**src/rtl/ft232h_pkg.sv**
```systemverilog
// Shared types for the FT232H 245-style synchronous FIFO engines.
// The avail/pull handshake rule lives here so the tx and rx engines agree on it.
package ft232h_pkg;

  localparam int FT_BYTE_W = 8;

  typedef logic [FT_BYTE_W-1:0] ft_byte_t;

  typedef enum logic [1:0] {
    FL_IDLE,
    FL_WAIT,
    FL_STROBE
  } flush_state_e;

  // A byte moves on any rising edge where the producer offers it and the consumer can take it.
  function automatic logic stream_xfer(input logic avail, input logic pull);
    return avail && pull;
  endfunction

endpackage

```
**src/rtl/ft232h_tx_if.sv**
```systemverilog
// Byte-stream handshake and FT232H pin group for the transmit engine.
// The slave modport is the engine's view; master is the surrounding fabric/pads.
interface ft232h_tx_if;
  import ft232h_pkg::*;

  ft_byte_t in_data;
  logic     in_avail;
  logic     in_pull;
  logic     tx_enable;
  logic     tx_busy;
  logic     ft_txe_n;
  logic     ft_wr_n;
  ft_byte_t ft_data_out;
  logic     ft_data_oe;
  logic     ft_siwu_n;

  modport master (
    output in_data, in_avail, tx_enable, ft_txe_n,
    input  in_pull, tx_busy, ft_wr_n, ft_data_out, ft_data_oe, ft_siwu_n
  );

  modport slave (
    input  in_data, in_avail, tx_enable, ft_txe_n,
    output in_pull, tx_busy, ft_wr_n, ft_data_out, ft_data_oe, ft_siwu_n
  );

endinterface

```
**src/rtl/ft_txfifo.sv**
```systemverilog
// Small synchronous FIFO with a lookahead head: `head` is the entry that will be
// at the front after this edge's push/pop, so a registered consumer sees it with no bubble.
module ft_txfifo
  import ft232h_pkg::*;
#(
  parameter  int DEPTH = 4,
  localparam int PW    = $clog2(DEPTH),
  localparam int CW    = PW + 1
) (
  input  logic          clk,
  input  logic          rst,
  input  logic          push,
  input  ft_byte_t      push_data,
  input  logic          pop,
  output logic [CW-1:0] count,
  output logic [CW-1:0] count_next,
  output ft_byte_t      head
);

  ft_byte_t      mem_q [DEPTH];
  logic [PW-1:0] wr_ptr_q, wr_ptr_d;
  logic [PW-1:0] rd_ptr_q, rd_ptr_d;
  logic [CW-1:0] count_q,  count_d;

  always_comb begin
    wr_ptr_d = wr_ptr_q + PW'(push);
    rd_ptr_d = rd_ptr_q + PW'(pop);
    count_d  = count_q + CW'(push) - CW'(pop);
    // The pushed byte is not in storage yet; forward it when it becomes the new head.
    head     = (push && (count_q == CW'(pop))) ? push_data : mem_q[rd_ptr_d];
  end

  // NOTE: nonblocking assignments in clocked logic so every flop samples pre-edge values.
  always_ff @(posedge clk) begin
    if (rst) begin
      wr_ptr_q <= '0;
      rd_ptr_q <= '0;
      count_q  <= '0;
    end else begin
      wr_ptr_q <= wr_ptr_d;
      rd_ptr_q <= rd_ptr_d;
      count_q  <= count_d;
    end
  end

  // NOTE: storage is not reset; count_q alone decides which entries are valid.
  always_ff @(posedge clk) begin
    if (push) mem_q[wr_ptr_q] <= push_data;
  end

  assign count      = count_q;
  assign count_next = count_d;

endmodule

```
**src/rtl/ft232h_tx.sv**
```systemverilog
// FT232H synchronous-FIFO transmit engine: buffers the byte stream, drives registered
// WR#/data/OE under TXE# backpressure, and strobes SIWU# after an idle period.
module ft232h_tx
  import ft232h_pkg::*;
#(
  parameter int DEPTH       = 4,
  parameter int FLUSH_DELAY = 64
) (
  input logic        clk,
  input logic        rst,
  ft232h_tx_if.slave bus
);

  localparam int CW = $clog2(DEPTH) + 1;
  localparam int TW = (FLUSH_DELAY > 1) ? $clog2(FLUSH_DELAY) : 1;
  localparam logic [TW-1:0] TIMER_LAST = TW'((FLUSH_DELAY > 0) ? FLUSH_DELAY - 1 : 0);

  logic [CW-1:0] count, count_next;
  ft_byte_t      head;
  logic          pull, push, accepted;

  flush_state_e  fl_state_q, fl_state_d;
  logic [TW-1:0] timer_q, timer_d;
  logic          wr_n_q, wr_n_d;
  logic          siwu_n_q, siwu_n_d;
  logic          oe_q, oe_d;
  ft_byte_t      data_q, data_d;

  assign pull     = !rst && (count < CW'(DEPTH));
  assign push     = stream_xfer(bus.in_avail, pull);
  // The chip takes the byte only if WR# was already low and TXE# is low at this edge.
  assign accepted = !wr_n_q && !bus.ft_txe_n;

  ft_txfifo #(.DEPTH(DEPTH)) u_fifo (
    .clk        (clk),
    .rst        (rst),
    .push       (push),
    .push_data  (bus.in_data),
    .pop        (accepted),
    .count      (count),
    .count_next (count_next),
    .head       (head)
  );

  always_comb begin
    // NOTE: defaults first so no path through this block infers a latch.
    fl_state_d = fl_state_q;
    timer_d    = timer_q;
    if (FLUSH_DELAY > 0) begin
      unique case (fl_state_q)
        FL_IDLE: begin
          if (accepted) begin
            fl_state_d = FL_WAIT;
            timer_d    = '0;
          end
        end
        FL_WAIT: begin
          if (accepted) begin
            timer_d = '0;
          end else if (timer_q == TIMER_LAST && count == '0 && wr_n_q) begin
            fl_state_d = FL_STROBE;
          end else if (timer_q != TIMER_LAST) begin
            timer_d = timer_q + 1'b1;
          end
        end
        FL_STROBE: fl_state_d = FL_IDLE;
        default:   fl_state_d = FL_IDLE;
      endcase
    end

    wr_n_d   = !((count_next != '0) && !bus.ft_txe_n && bus.tx_enable &&
                 (fl_state_d != FL_STROBE));
    siwu_n_d = (fl_state_d != FL_STROBE);
    oe_d     = bus.tx_enable;
    data_d   = head;
  end

  always_ff @(posedge clk) begin
    if (rst) begin
      fl_state_q <= FL_IDLE;
      timer_q    <= '0;
      wr_n_q     <= 1'b1;
      siwu_n_q   <= 1'b1;
      oe_q       <= 1'b0;
      data_q     <= '0;
    end else begin
      fl_state_q <= fl_state_d;
      timer_q    <= timer_d;
      wr_n_q     <= wr_n_d;
      siwu_n_q   <= siwu_n_d;
      oe_q       <= oe_d;
      data_q     <= data_d;
    end
  end

  assign bus.in_pull     = pull;
  assign bus.tx_busy     = (count != '0) || !wr_n_q;
  assign bus.ft_wr_n     = wr_n_q;
  assign bus.ft_siwu_n   = siwu_n_q;
  assign bus.ft_data_oe  = oe_q;
  assign bus.ft_data_out = data_q;

endmodule
```
**src/flat_wrapper.sv**
```systemverilog
// flat-port wrapper written by rule: the top's interface ports become plain ports
module ft232h_tx_flat import ft232h_pkg::*;
#(
  parameter int DEPTH       = 4,
  parameter int FLUSH_DELAY = 64
)
  (clk, rst, bus_in_data, bus_in_avail, bus_tx_enable, bus_ft_txe_n, bus_in_pull, bus_tx_busy, bus_ft_wr_n, bus_ft_data_out, bus_ft_data_oe, bus_ft_siwu_n);
  ft232h_tx_if bus_i ();
  input logic clk;
  input logic rst;
  input wire logic [$bits(bus_i.in_data)-1:0] bus_in_data;
  input wire logic [$bits(bus_i.in_avail)-1:0] bus_in_avail;
  input wire logic [$bits(bus_i.tx_enable)-1:0] bus_tx_enable;
  input wire logic [$bits(bus_i.ft_txe_n)-1:0] bus_ft_txe_n;
  output wire logic [$bits(bus_i.in_pull)-1:0] bus_in_pull;
  output wire logic [$bits(bus_i.tx_busy)-1:0] bus_tx_busy;
  output wire logic [$bits(bus_i.ft_wr_n)-1:0] bus_ft_wr_n;
  output wire logic [$bits(bus_i.ft_data_out)-1:0] bus_ft_data_out;
  output wire logic [$bits(bus_i.ft_data_oe)-1:0] bus_ft_data_oe;
  output wire logic [$bits(bus_i.ft_siwu_n)-1:0] bus_ft_siwu_n;
  assign bus_i.in_data = bus_in_data;
  assign bus_i.in_avail = bus_in_avail;
  assign bus_i.tx_enable = bus_tx_enable;
  assign bus_i.ft_txe_n = bus_ft_txe_n;
  assign bus_in_pull = bus_i.in_pull;
  assign bus_tx_busy = bus_i.tx_busy;
  assign bus_ft_wr_n = bus_i.ft_wr_n;
  assign bus_ft_data_out = bus_i.ft_data_out;
  assign bus_ft_data_oe = bus_i.ft_data_oe;
  assign bus_ft_siwu_n = bus_i.ft_siwu_n;
  ft232h_tx #(.DEPTH(DEPTH), .FLUSH_DELAY(FLUSH_DELAY)) u_core (.clk(clk), .rst(rst), .bus(bus_i));
endmodule
```
**config.mk**
```make
export PLATFORM = sky130hd
export DESIGN_NAME = ft232h_tx_flat
export DESIGN_NICKNAME = d
export VERILOG_FILES = /design/src/rtl/ft232h_pkg.sv /design/src/rtl/ft232h_tx_if.sv /design/src/rtl/ft_txfifo.sv /design/src/rtl/ft232h_tx.sv /design/src/flat_wrapper.sv
export SDC_FILE = /design/constraint.sdc
export NUM_CORES = 1
export LEC_CHECK = 0
export CAP_MARGIN = 20
export CORE_MARGIN = 2
export CORE_UTILIZATION = 35
export CTS_BUF_LIST = sky130_fd_sc_hd__clkbuf_2
export CTS_CLUSTER_SIZE = 8
export DETAILED_ROUTE_END_ITERATION = 12
export PLACE_DENSITY = 0.63
export SYNTH_ARGS = -nofsm -noshare
export SYNTH_HDL_FRONTEND = slang
export SYNTH_SLANG_ARGS = --single-unit
export TNS_END_PERCENT = 10
```
**constraint.sdc**
```tcl
create_clock -name clk -period 7.3 [get_ports clk]
set_input_delay 1.095 -clock clk [delete_from_list [all_inputs] [get_ports clk]]
set_output_delay 1.095 -clock clk [all_outputs]
set_load 0.05 [all_outputs]
```
==> results of run 1 <==
logic make-up (layout without fill, tap and decap cells):
family | after synthesis | after routing | share of synthesized area
AO/OA/AOI/OAI | 21 | 21 | 0.0698
buffers and inverters | 8 | 47 | 0.0166
multiplexers | 8 | 8 | 0.0797
AND/OR/NAND/NOR | 47 | 47 | 0.122
XOR/XNOR | 5 | 5 | 0.0194
adder cells (fa/ha/maj) | 6 | 6 | 0.0365
flip-flops | 58 | 58 | 0.656
tightest hold or removal path, cell delays in order (launching register included):
cell,delay (ns)
dfxtp_1,0.35
o31ai_1,0.06
a21oi_1,0.06
worst max path at each step:
stage,endpoint,from,slack (ns)
5_1_grt,bus_in_pull,rst,3.13
6_report,bus_in_pull,rst,3.27
3_5_place_dp,u_core.bus.ft_wr_n,rst,2.81
3_3_place_gp,u_core.bus.ft_wr_n,rst,2.89
2_1_floorplan,u_core.bus.ft_wr_n,rst,3.87
4_1_cts,bus_in_pull,rst,3.26
per-stage QoR:
stage	total power [mW]	cells
floorplan	0.519	153
global placement	0.576	253
detailed placement	0.578	253
CTS	0.734	269
global route	0.764	269
finish	0.723	269
power breakdown:
part           internal [mW]  leakage (nW)  switching (mW)  total (mW)
logic                 0.0761         0.393           0.108       0.185
clock network         0.0467        0.0631           0.107       0.154
registers              0.371         0.503          0.0141       0.385
total                  0.494         0.960           0.230       0.723
flip-flops by register name, summed over array words and instances (netlist names):
register / count
u_core.u_fifo.rd_ptr_q: 2
u_core.u_fifo.count: 3
u_core.timer_q: 6
u_core.u_fifo.mem_q: 32
u_core.bus.ft_data_oe: 1
u_core.bus.ft_data_out: 8
u_core.u_fifo.wr_ptr_q: 2
u_core.bus.ft_wr_n: 1
u_core.bus.ft_siwu_n: 1
u_core.fl_state_q: 2
cell type report:
cell class / count / area (sq um)
Fill cell: 598 / 3640
Sequential cell: 58 / 1480
Multi-Input combinational cell: 87 / 741
Timing Repair Buffer: 27 / 265
Tap cell: 77 / 96.3
Clock buffer: 12 / 60.1
Clock inverter: 4 / 18.8
Inverter: 4 / 15.0
cells in the mapped netlist (all sizes together):
library cell  number
inv                4
xnor2              3
edfxtp            32
and4               1
nor3               7
buf                1
fa                 1
nor3b              1
and2               1
nor2              13
ha                 5
o31ai              1
and3b              1
and3               2
a211oi             2
clkbuf             3
mux4               8
xor2               2
nor2b              7
nor4               1
nor4b              1
o21ai              2
or3b               1
a2111oi            1
a31oi              3
a21oi              2
a22o               8
nand3              2
nand2              4
nand2b             3
o32ai              1
a41oi              1
or4b               2
dfxtp             26
metal layers:
metal	routed length (microns)	GRT usage	share of wire
met1	1800	0.148	0.45
met2	1960	0.203	0.49
met3	221	0.0629	0.055
met4	16	0.0346	0.0040
met5	0	0	0
==> impl_metrics.env, run 1 <==
export IMPL_cts_max_path_buffers=2
export IMPL_fin_area_sq_um=2680
export IMPL_track_usage=0.125
export IMPL_max_stage_delay_ns=0.83
export IMPL_p_leak_nw=0.960
export IMPL_worst_ir_drop_vdd_uv=135
export IMPL_area_growth_synth_to_final_pct=18.5
export IMPL_crit_path_frequent_cell="clkdlybuf4s50_1"
export IMPL_die_h_microns=84.4
export IMPL_timing_slew_headroom=0.406
export IMPL_max_cap_violations=0
export IMPL_cts_hold_buf=0
export IMPL_hold_viol=0
export IMPL_whs_endpoint="u_core.timer_q[1]"
export IMPL_drt_iter0_drc=44
export IMPL_post_synth_top_area_cell="edfxtp_1"
export IMPL_timing_setup_tns_ns=0
export IMPL_worst_setup_slack_after_layout_ns=3.27
export IMPL_avgRoutedWirePerCell_microns=14.9
export IMPL_slew_violations=0
export IMPL_crit_buf_inv=2
export IMPL_timing_critical_path_arrival_ns=2.93
export IMPL_final_hold_worst_slack_ns=0.505
export IMPL_final_core_utilization=0.424
export IMPL_pwr_density_cell_nw_per_um2=270
export IMPL_antenna_violating_nets_remaining=0
export IMPL_postSynthNetCount=172
export IMPL_top_level_ports=26
export IMPL_max_freq_ghz=0.248
export IMPL_rows=29
export IMPL_yosysWarnings=0
export IMPL_critical_path_peak_fanout=21
export IMPL_dp_hpwl_mm=2.65
export IMPL_timing_reg2reg_worst_path_depth=9
export IMPL_antenna_diode_count=0
export IMPL_timing_worst_slew_pin_value_ns=0.889
export IMPL_dpl_instance_area_sq_um=2600
export IMPL_worstReg2RegEnd="u_core.bus.ft_wr_n"
export IMPL_final_min_period_over_clock_period=0.552
export IMPL_port_buffer_count=25
export IMPL_drc=0
export IMPL_initial_core_util=0.358
export IMPL_required_ns=6.20
export IMPL_cts_post_setup_buffers_inserted=0
export IMPL_share_of_synthesized_area_occupied_by_flip_flops_and_latches=0.656
export IMPL_design_die_area_sq_um=7110
export IMPL_layout_commonest_cell="edfxtp_1"
export IMPL_wire_length_of_the_first_global_routing_pass_mm=6.65
export IMPL_hold_path_startpoint="u_core.timer_q[1]"
export IMPL_run_status="completed"
export IMPL_critPathTopFamily="buffers and inverters"
export IMPL_clkSinkCount=58
export IMPL_initial_antenna_violation_count=0
export IMPL_fin_worst_skew_ns=0.0136
export IMPL_cts_htree_levels=3
export IMPL_commonest_non_fill_non_tap_cells_in_the_layout="edfxtp_1 (32), dfxtp_1 (26), clkdlybuf4s50_1 (25), nor2_1 (12), clkbuf_2 (12)"
export IMPL_hold_class="reg2reg"
export IMPL_place_worst_setup_slack_ns=2.81
export IMPL_cp_start_kind="input port"
export IMPL_via_count=1362
export IMPL_syn_instance_count=153
export IMPL_cts_made_buffers=9
export IMPL_gr_total_overflow=0
export IMPL_cts_tree="built"
export IMPL_critPathKind="in2out"
export IMPL_grt_max_degree=22
export IMPL_design_final_nets=206
export IMPL_core_area_sq_um=6310
export IMPL_via_per_inst=5.06
export IMPL_cp_depth=3
export IMPL_grt_pass1_vias=1395
export IMPL_number_of_resized_instances_in_the_post_cts_repair_step=0
export IMPL_timing_hold_worst_path_depth=2
export IMPL_cts_reportedPaths_clkPinSlew_ns=0.13
export IMPL_cts_root_buf="clkbuf_2"
export IMPL_drt_pre_antenna_iters=4
export IMPL_worst_r2r_setup_slack_ns=4.51
export IMPL_rr_startpoint="u_core.u_fifo.count[2]"
export IMPL_path_cells="clkdlybuf4s50_1, nor2_1, clkdlybuf4s50_1"
export IMPL_clock_latency_ns=0.43
export IMPL_final_layout_size_suffix_gt1_frac=0.151
export IMPL_crit_path_end_kind="output port"
export IMPL_dieWidth_microns=84.4
export IMPL_post_synth_num_cell_types=35
export IMPL_post_route_min_period_ns=4.03
export IMPL_syn_mean_instance_area_sq_um=14.8
export IMPL_setup_repair_after_global_routing_missed_its_margin="no"
export IMPL_synth_top_cell_area_share=0.425
export IMPL_synthTopCellsByArea="edfxtp_1 (43%), dfxtp_1 (23%), mux4_2 (8.0%)"
export IMPL_routabilityCongestion=0.819
export IMPL_synth_area_sq_um=2260
export IMPL_number_of_synthesized_register_bits=58
export IMPL_report_final_setup_viol=0
export IMPL_crit_path_top_delay_cell="clkdlybuf4s50_1"
export IMPL_drt_wl_total_mm=4.00
No activity file was read; power rests on OpenSTA's default activity.
==> run 2: changes to the inputs <==
- clock period: 7.3 -> 4.05 ns (I/O delays scaled with it)
==> run 2 against run 1 <==
Cell count increased by 0.37%. Non-clock buffer count rose by 2. Routed wire length up 1.6%. Clock power grew 71%. Hold slack improved by 0.010 ns. Sequential share of layout area shrank 0.13 points. Sequential cell count did not move. Power is 79% higher. Final area grew 0.23%. Global-route usage decreased by 0.47 points. Sequential power is 80% higher.
==> impl_metrics.env, run 2 (synthesis results as in run 1) <==
export IMPL_p_sw_frac=0.323
export IMPL_timing_setup_tns_ns=0
export IMPL_cts_hold_buf=0
export IMPL_design_final_nets=208
export IMPL_cts_root_buf="clkbuf_2"
export IMPL_cts_tree="built"
export IMPL_hold_path_startpoint="u_core.timer_q[1]"
export IMPL_max_stage_delay_ns=0.61
export IMPL_crit_path_top_delay_cell="or4b_2"
export IMPL_cts_reportedPaths_clkPinSlew_ns=0.14
export IMPL_power_share_combinational=0.260
export IMPL_wire_length_of_the_first_global_routing_pass_mm=6.41
export IMPL_globalRoute_busiestLayer="met2"
export IMPL_rr_startpoint="u_core.u_fifo.count[2]"
export IMPL_core_area_sq_um=6310
export IMPL_antenna_violating_nets_remaining=0
export IMPL_layout_commonest_cell="edfxtp_1"
export IMPL_max_flop_register="u_core.u_fifo.mem_q"
export IMPL_avgRoutedWirePerCell_microns=15.0
export IMPL_cts_max_path_buffers=2
export IMPL_timing_worst_slew_pin_value_ns=0.804
export IMPL_grt_max_degree=21
export IMPL_critPathKind="in2reg"
export IMPL_initial_antenna_violation_count=0
export IMPL_max_freq_ghz=0.328
export IMPL_routabilityCongestion=0.775
export IMPL_post_route_min_period_ns=3.05
export IMPL_crit_path_start="bus_in_avail"
export IMPL_path_cells="clkdlybuf4s50_1, or3b_1, ha_1, inv_1, ha_1, inv_1, fa_1, xnor2_1, and3b_1, or4b_2"
export IMPL_clkSinkCount=58
export IMPL_final_min_period_over_clock_period=0.754
export IMPL_setup_repair_after_global_routing_missed_its_margin="no"
export IMPL_worst_ir_drop_vdd_uv=239
export IMPL_clock_power_share=0.204
export IMPL_worst_setup_slack_after_layout_ns=0.998
export IMPL_report_final_setup_viol=0
export IMPL_clock_latency_ns=0.45
export IMPL_design_die_area_sq_um=7110
export IMPL_whs_endpoint="u_core.timer_q[1]"
export IMPL_max_cap_violations=0
export IMPL_hold_class="reg2reg"
export IMPL_groute_layer_met1_usage=0.138
export IMPL_antenna_diode_count=0
export IMPL_drt_wl_total_mm=4.06
export IMPL_finalNonFillerCells=270
export IMPL_place_worst_setup_slack_ns=0.534
export IMPL_groute_layer_met3_usage=0.0639
export IMPL_drt_pre_antenna_iters=4
export IMPL_timing_critical_path_arrival_ns=3.38
export IMPL_cts_post_setup_buffers_inserted=0
export IMPL_fin_worst_skew_ns=0.0161
export IMPL_critPathTopFamily="simple AND/OR/NAND/NOR gates"
export IMPL_critical_path_peak_fanout=5
export IMPL_initial_core_util=0.358
export IMPL_timing_reg2reg_worst_path_depth=9
export IMPL_p_switching_mw=0.418
export IMPL_via_per_inst=4.98
export IMPL_grt_util_met2=0.196
export IMPL_largest_reg_flops=32
export IMPL_die_h_microns=84.4
export IMPL_fin_area_sq_um=2680
export IMPL_p_leak_nw=0.959
export IMPL_commonest_non_fill_non_tap_cells_in_the_layout="edfxtp_1 (32), dfxtp_1 (26), clkdlybuf4s50_1 (25), nor2_1 (12), clkbuf_2 (9)"
export IMPL_final_core_utilization=0.425
export IMPL_drc=0
export IMPL_final_layout_size_suffix_gt1_frac=0.140
export IMPL_cts_made_buffers=9
export IMPL_power_report_internal_total_mw=0.874
export IMPL_dieWidth_microns=84.4
export IMPL_crit_path_end_kind="flop"
export IMPL_sequentialPowerShare=0.536
export IMPL_number_of_resized_instances_in_the_post_cts_repair_step=0
export IMPL_grt_pass1_vias=1335
export IMPL_dpl_instance_area_sq_um=2610
export IMPL_slew_violations=0
export IMPL_cts_htree_levels=3
export IMPL_area_growth_synth_to_final_pct=18.8
export IMPL_cp_start_kind="input port"
export IMPL_dp_hpwl_mm=2.61
export IMPL_pwr_density_cell_nw_per_um2=481
export IMPL_p_total_mw=1.29
export IMPL_rows=29
export IMPL_required_ns=4.38
export IMPL_worstReg2RegEnd="u_core.bus.ft_wr_n"
export IMPL_timing_slew_headroom=0.462
export IMPL_final_hold_worst_slack_ns=0.515
export IMPL_port_buffer_count=25
export IMPL_post_place_cells=255
export IMPL_track_usage=0.120
export IMPL_worst_r2r_setup_slack_ns=1.18
export IMPL_drt_iter0_drc=73
export IMPL_hold_viol=0
export IMPL_crit_buf_inv=3
export IMPL_run_status="completed"
export IMPL_top_level_ports=26
export IMPL_via_count=1344
export IMPL_gr_total_overflow=0
export IMPL_timing_hold_worst_path_depth=2
==> run 2: cell count changes in the layout (fill, tap and decap cells not counted) <==
cell | before | now
clkinv_1 | 1 | 4
buf_4 | 2 | 4
clkbuf_2 | 12 | 9
clkinv_2 | 3 | 2
==> run 2: power by group through the flow <==
| stage | Sequential, mW | Combinational [mW] | Clock, mW |
|---|---|---|---|
| 2_1_floorplan | 0.770 | 0.166 | 0 |
| 3_3_place_gp | 0.706 | 0.334 | 0 |
| 3_5_place_dp | 0.706 | 0.335 | 0 |
| 4_1_cts | 0.693 | 0.341 | 0.279 |
| 5_1_grt | 0.698 | 0.362 | 0.303 |
| 6_report | 0.693 | 0.335 | 0.264 |
==> run 2: tightest hold or removal path, cell delays in order (launching register included) <==
cell,delay (ns)
dfxtp_1,0.35
o31ai_1,0.07
a21oi_1,0.06
==> run 2: cell type report <==
type	count	area (sq um)
clock buffer	9	45.0
clock inverter	6	25.0
fill	601	3630
inverter	4	15.0
multi-input combinational	87	741
sequential	58	1480
tap	77	96.3
timing repair buffer	29	280
==> run 2: worst max-delay path by stage <==
stage | endpoint | slack [ns] | cells past startpoint
3_3_place_gp | u_core.bus.ft_wr_n | 0.61 | 10
3_5_place_dp | u_core.bus.ft_wr_n | 0.53 | 10
2_1_floorplan | u_core.bus.ft_wr_n | 1.11 | 10
5_1_grt | u_core.bus.ft_wr_n | 0.94 | 10
4_1_cts | u_core.bus.ft_wr_n | 1.03 | 10
6_report | u_core.bus.ft_wr_n | 1.0 | 10
==> run 2: routing by layer <==
| metal | part of all wire | routed length (microns) | vias up |
|---|---|---|---|
| met5 | 0 | 0 | - |
| met4 | 0.0086 | 35 | 0 |
| met3 | 0.061 | 248 | 4 |
| met2 | 0.48 | 1960 | 38 |
| met1 | 0.45 | 1810 | 642 |
| li1 | - | - | 660 |
==> run 3: changes to the inputs <==
- clock period: 4.05 -> 3 ns (I/O delays scaled with it)
==> run 3 against run 2 <==
Via count is 0.37% higher. Routed wire length is 4.1% lower. Sequential share of layout area is 1.6 points lower. Hold slack got worse by 0.010 ns. Clock skew increased by 0.016 ns. Global-route usage shrank 0.19 points. Clock power rose by 79%. Critical path depth shrank 8. Worst setup slack got worse by 0.75 ns. First-iteration DRC count is 45% lower. Final area up 3.0%. Power increased by 44%. Critical endpoint is now bus_tx_busy. Highest routed layer unchanged.
==> impl_metrics.env, run 3 (synthesis results as in run 1) <==
export IMPL_run_status="completed"
export IMPL_drt_pre_antenna_iters=4
export IMPL_cts_reportedPaths_clkPinSlew_ns=0.16
export IMPL_core_area_sq_um=6310
export IMPL_design_final_nets=214
export IMPL_area_growth_synth_to_final_pct=22.3
export IMPL_dieWidth_microns=84.4
export IMPL_antenna_violating_nets_remaining=0
export IMPL_track_usage=0.119
export IMPL_max_stage_delay_ns=0.73
export IMPL_antenna_diode_count=0
export IMPL_avgRoutedWirePerCell_microns=14.1
export IMPL_crit_path_end_kind="output port"
export IMPL_wire_length_of_the_first_global_routing_pass_mm=6.31
export IMPL_largest_reg_flops=32
export IMPL_top_level_ports=26
export IMPL_clock_latency_ns=0.47
export IMPL_critical_path_peak_fanout=4
export IMPL_max_flop_register="u_core.u_fifo.mem_q"
export IMPL_fin_area_sq_um=2760
export IMPL_cts_htree_levels=3
export IMPL_rr_startpoint="u_core.u_fifo.count[2]"
export IMPL_crit_buf_inv=1
export IMPL_multi_input_combinational_cell_area_sq_um=741
export IMPL_post_place_cells=261
export IMPL_number_of_resized_instances_in_the_post_cts_repair_step=0
export IMPL_worst_ir_drop_vdd_uv=450
export IMPL_cp_start_kind="flop"
export IMPL_grt_max_degree=21
export IMPL_max_cap_violations=0
export IMPL_cts_post_setup_buffers_inserted=0
export IMPL_crit_path_top_delay_cell="clkdlybuf4s50_1"
export IMPL_dp_hpwl_mm=2.51
export IMPL_fin_worst_skew_ns=0.0319
export IMPL_timing_worst_slew_pin_value_ns=0.495
export IMPL_dpl_instance_area_sq_um=2660
export IMPL_gr_total_overflow=0
export IMPL_final_hold_worst_slack_ns=0.505
export IMPL_grt_pass1_vias=1296
export IMPL_critPathTopFamily="buffers and inverters"
export IMPL_crit_path_start="u_core.u_fifo.count[1]"
export IMPL_initial_core_util=0.358
export IMPL_report_final_setup_viol=0
export IMPL_hold_viol=0
export IMPL_cts_made_buffers=9
export IMPL_timing_critical_path_arrival_ns=2.30
export IMPL_cts_tree="built"
export IMPL_final_layout_size_suffix_gt1_frac=0.190
export IMPL_post_route_min_period_ns=2.75
export IMPL_setup_repair_after_global_routing_missed_its_margin="no"
export IMPL_finalNonFillerCells=277
export IMPL_layout_area_seq_sq_um=1480
export IMPL_cts_hold_buf=0
export IMPL_drt_wl_total_mm=3.89
export IMPL_path_cells="or4b_2, clkdlybuf4s50_1"
export IMPL_timing_slew_headroom=0.669
export IMPL_max_freq_ghz=0.363
export IMPL_layout_commonest_cell="edfxtp_1"
export IMPL_filler_cell_count=594
export IMPL_port_buffer_count=25
export IMPL_commonest_non_fill_non_tap_cells_in_the_layout="edfxtp_1 (32), dfxtp_1 (26), clkdlybuf4s50_1 (24), nor2_1 (12), buf_4 (11)"
export IMPL_rows=29
export IMPL_initial_antenna_violation_count=0
export IMPL_required_ns=2.55
export IMPL_routabilityCongestion=0.835
export IMPL_hold_path_startpoint="u_core.timer_q[1]"
export IMPL_worst_r2r_setup_slack_ns=0.34
export IMPL_hold_class="reg2reg"
export IMPL_cts_max_path_buffers=2
export IMPL_clkSinkCount=58
export IMPL_slew_violations=0
export IMPL_drt_iter0_drc=40
export IMPL_design_die_area_sq_um=7110
export IMPL_pwr_density_cell_nw_per_um2=674
export IMPL_critPathKind="reg2out"
export IMPL_drc=0
export IMPL_die_h_microns=84.4
export IMPL_cts_root_buf="clkbuf_2"
export IMPL_p_leak_nw=1.01
export IMPL_final_min_period_over_clock_period=0.918
export IMPL_via_count=1349
export IMPL_via_per_inst=4.87
## run 3: path summary, 6_finish.rpt
| kind | endpoint | cells past startpoint |
|---|---|---|
| max | bus_tx_busy | 2 |
| min reg2reg | u_core.timer_q[1] | 2 |
| min | u_core.timer_q[1] | 2 |
| max reg2reg | u_core.bus.ft_wr_n | 9 |
## run 3: layout make-up
type,instances,area share
clock buffers,10,0.0181
clock inverters,6,0.0208
inverters,4,0.00543
multi-input cells,87,0.268
flip-flops and latches,58,0.536
well taps,77,0.0349
repair buffers,35,0.117
## run 3: stage by stage
stage | power (mW) | setup WS (ns) | util | setup TNS [ns]
final | 1.86 | 0.246 | 0.438 | 0
after global routing | 1.96 | 0.107 | 0.438 | 0
after CTS | 1.89 | 0.194 | 0.438 | 0
after detailed placement | 1.41 | -0.196 | 0.421 | -0.196
after global placement | 1.41 | -0.156 | 0.421 | -0.156
after floorplan | 1.26 | 0.182 | - | 0
## run 3: layer usage
layer | vias up | track usage | routed length [microns]
li1 | 672 | - | -
met1 | 637 | 0.138 | 1720
met2 | 38 | 0.185 | 1880
met3 | 2 | 0.0698 | 276
met4 | 0 | 0.0390 | 15
met5 | - | 0 | 0
## run 3: worst min-delay path, cell delays in order (launching register included)
cell	delay, ns
dfxtp_1	0.35
o31ai_1	0.06
a21oi_1	0.06
## run 3: where the power goes
group / internal [mW] / leakage (nW) / switching [mW]
Combinational: 0.194 / 0.435 / 0.262
Sequential: 0.902 / 0.503 / 0.0331
Clock: 0.191 / 0.0731 / 0.281
Total: 1.29 / 1.01 / 0.576
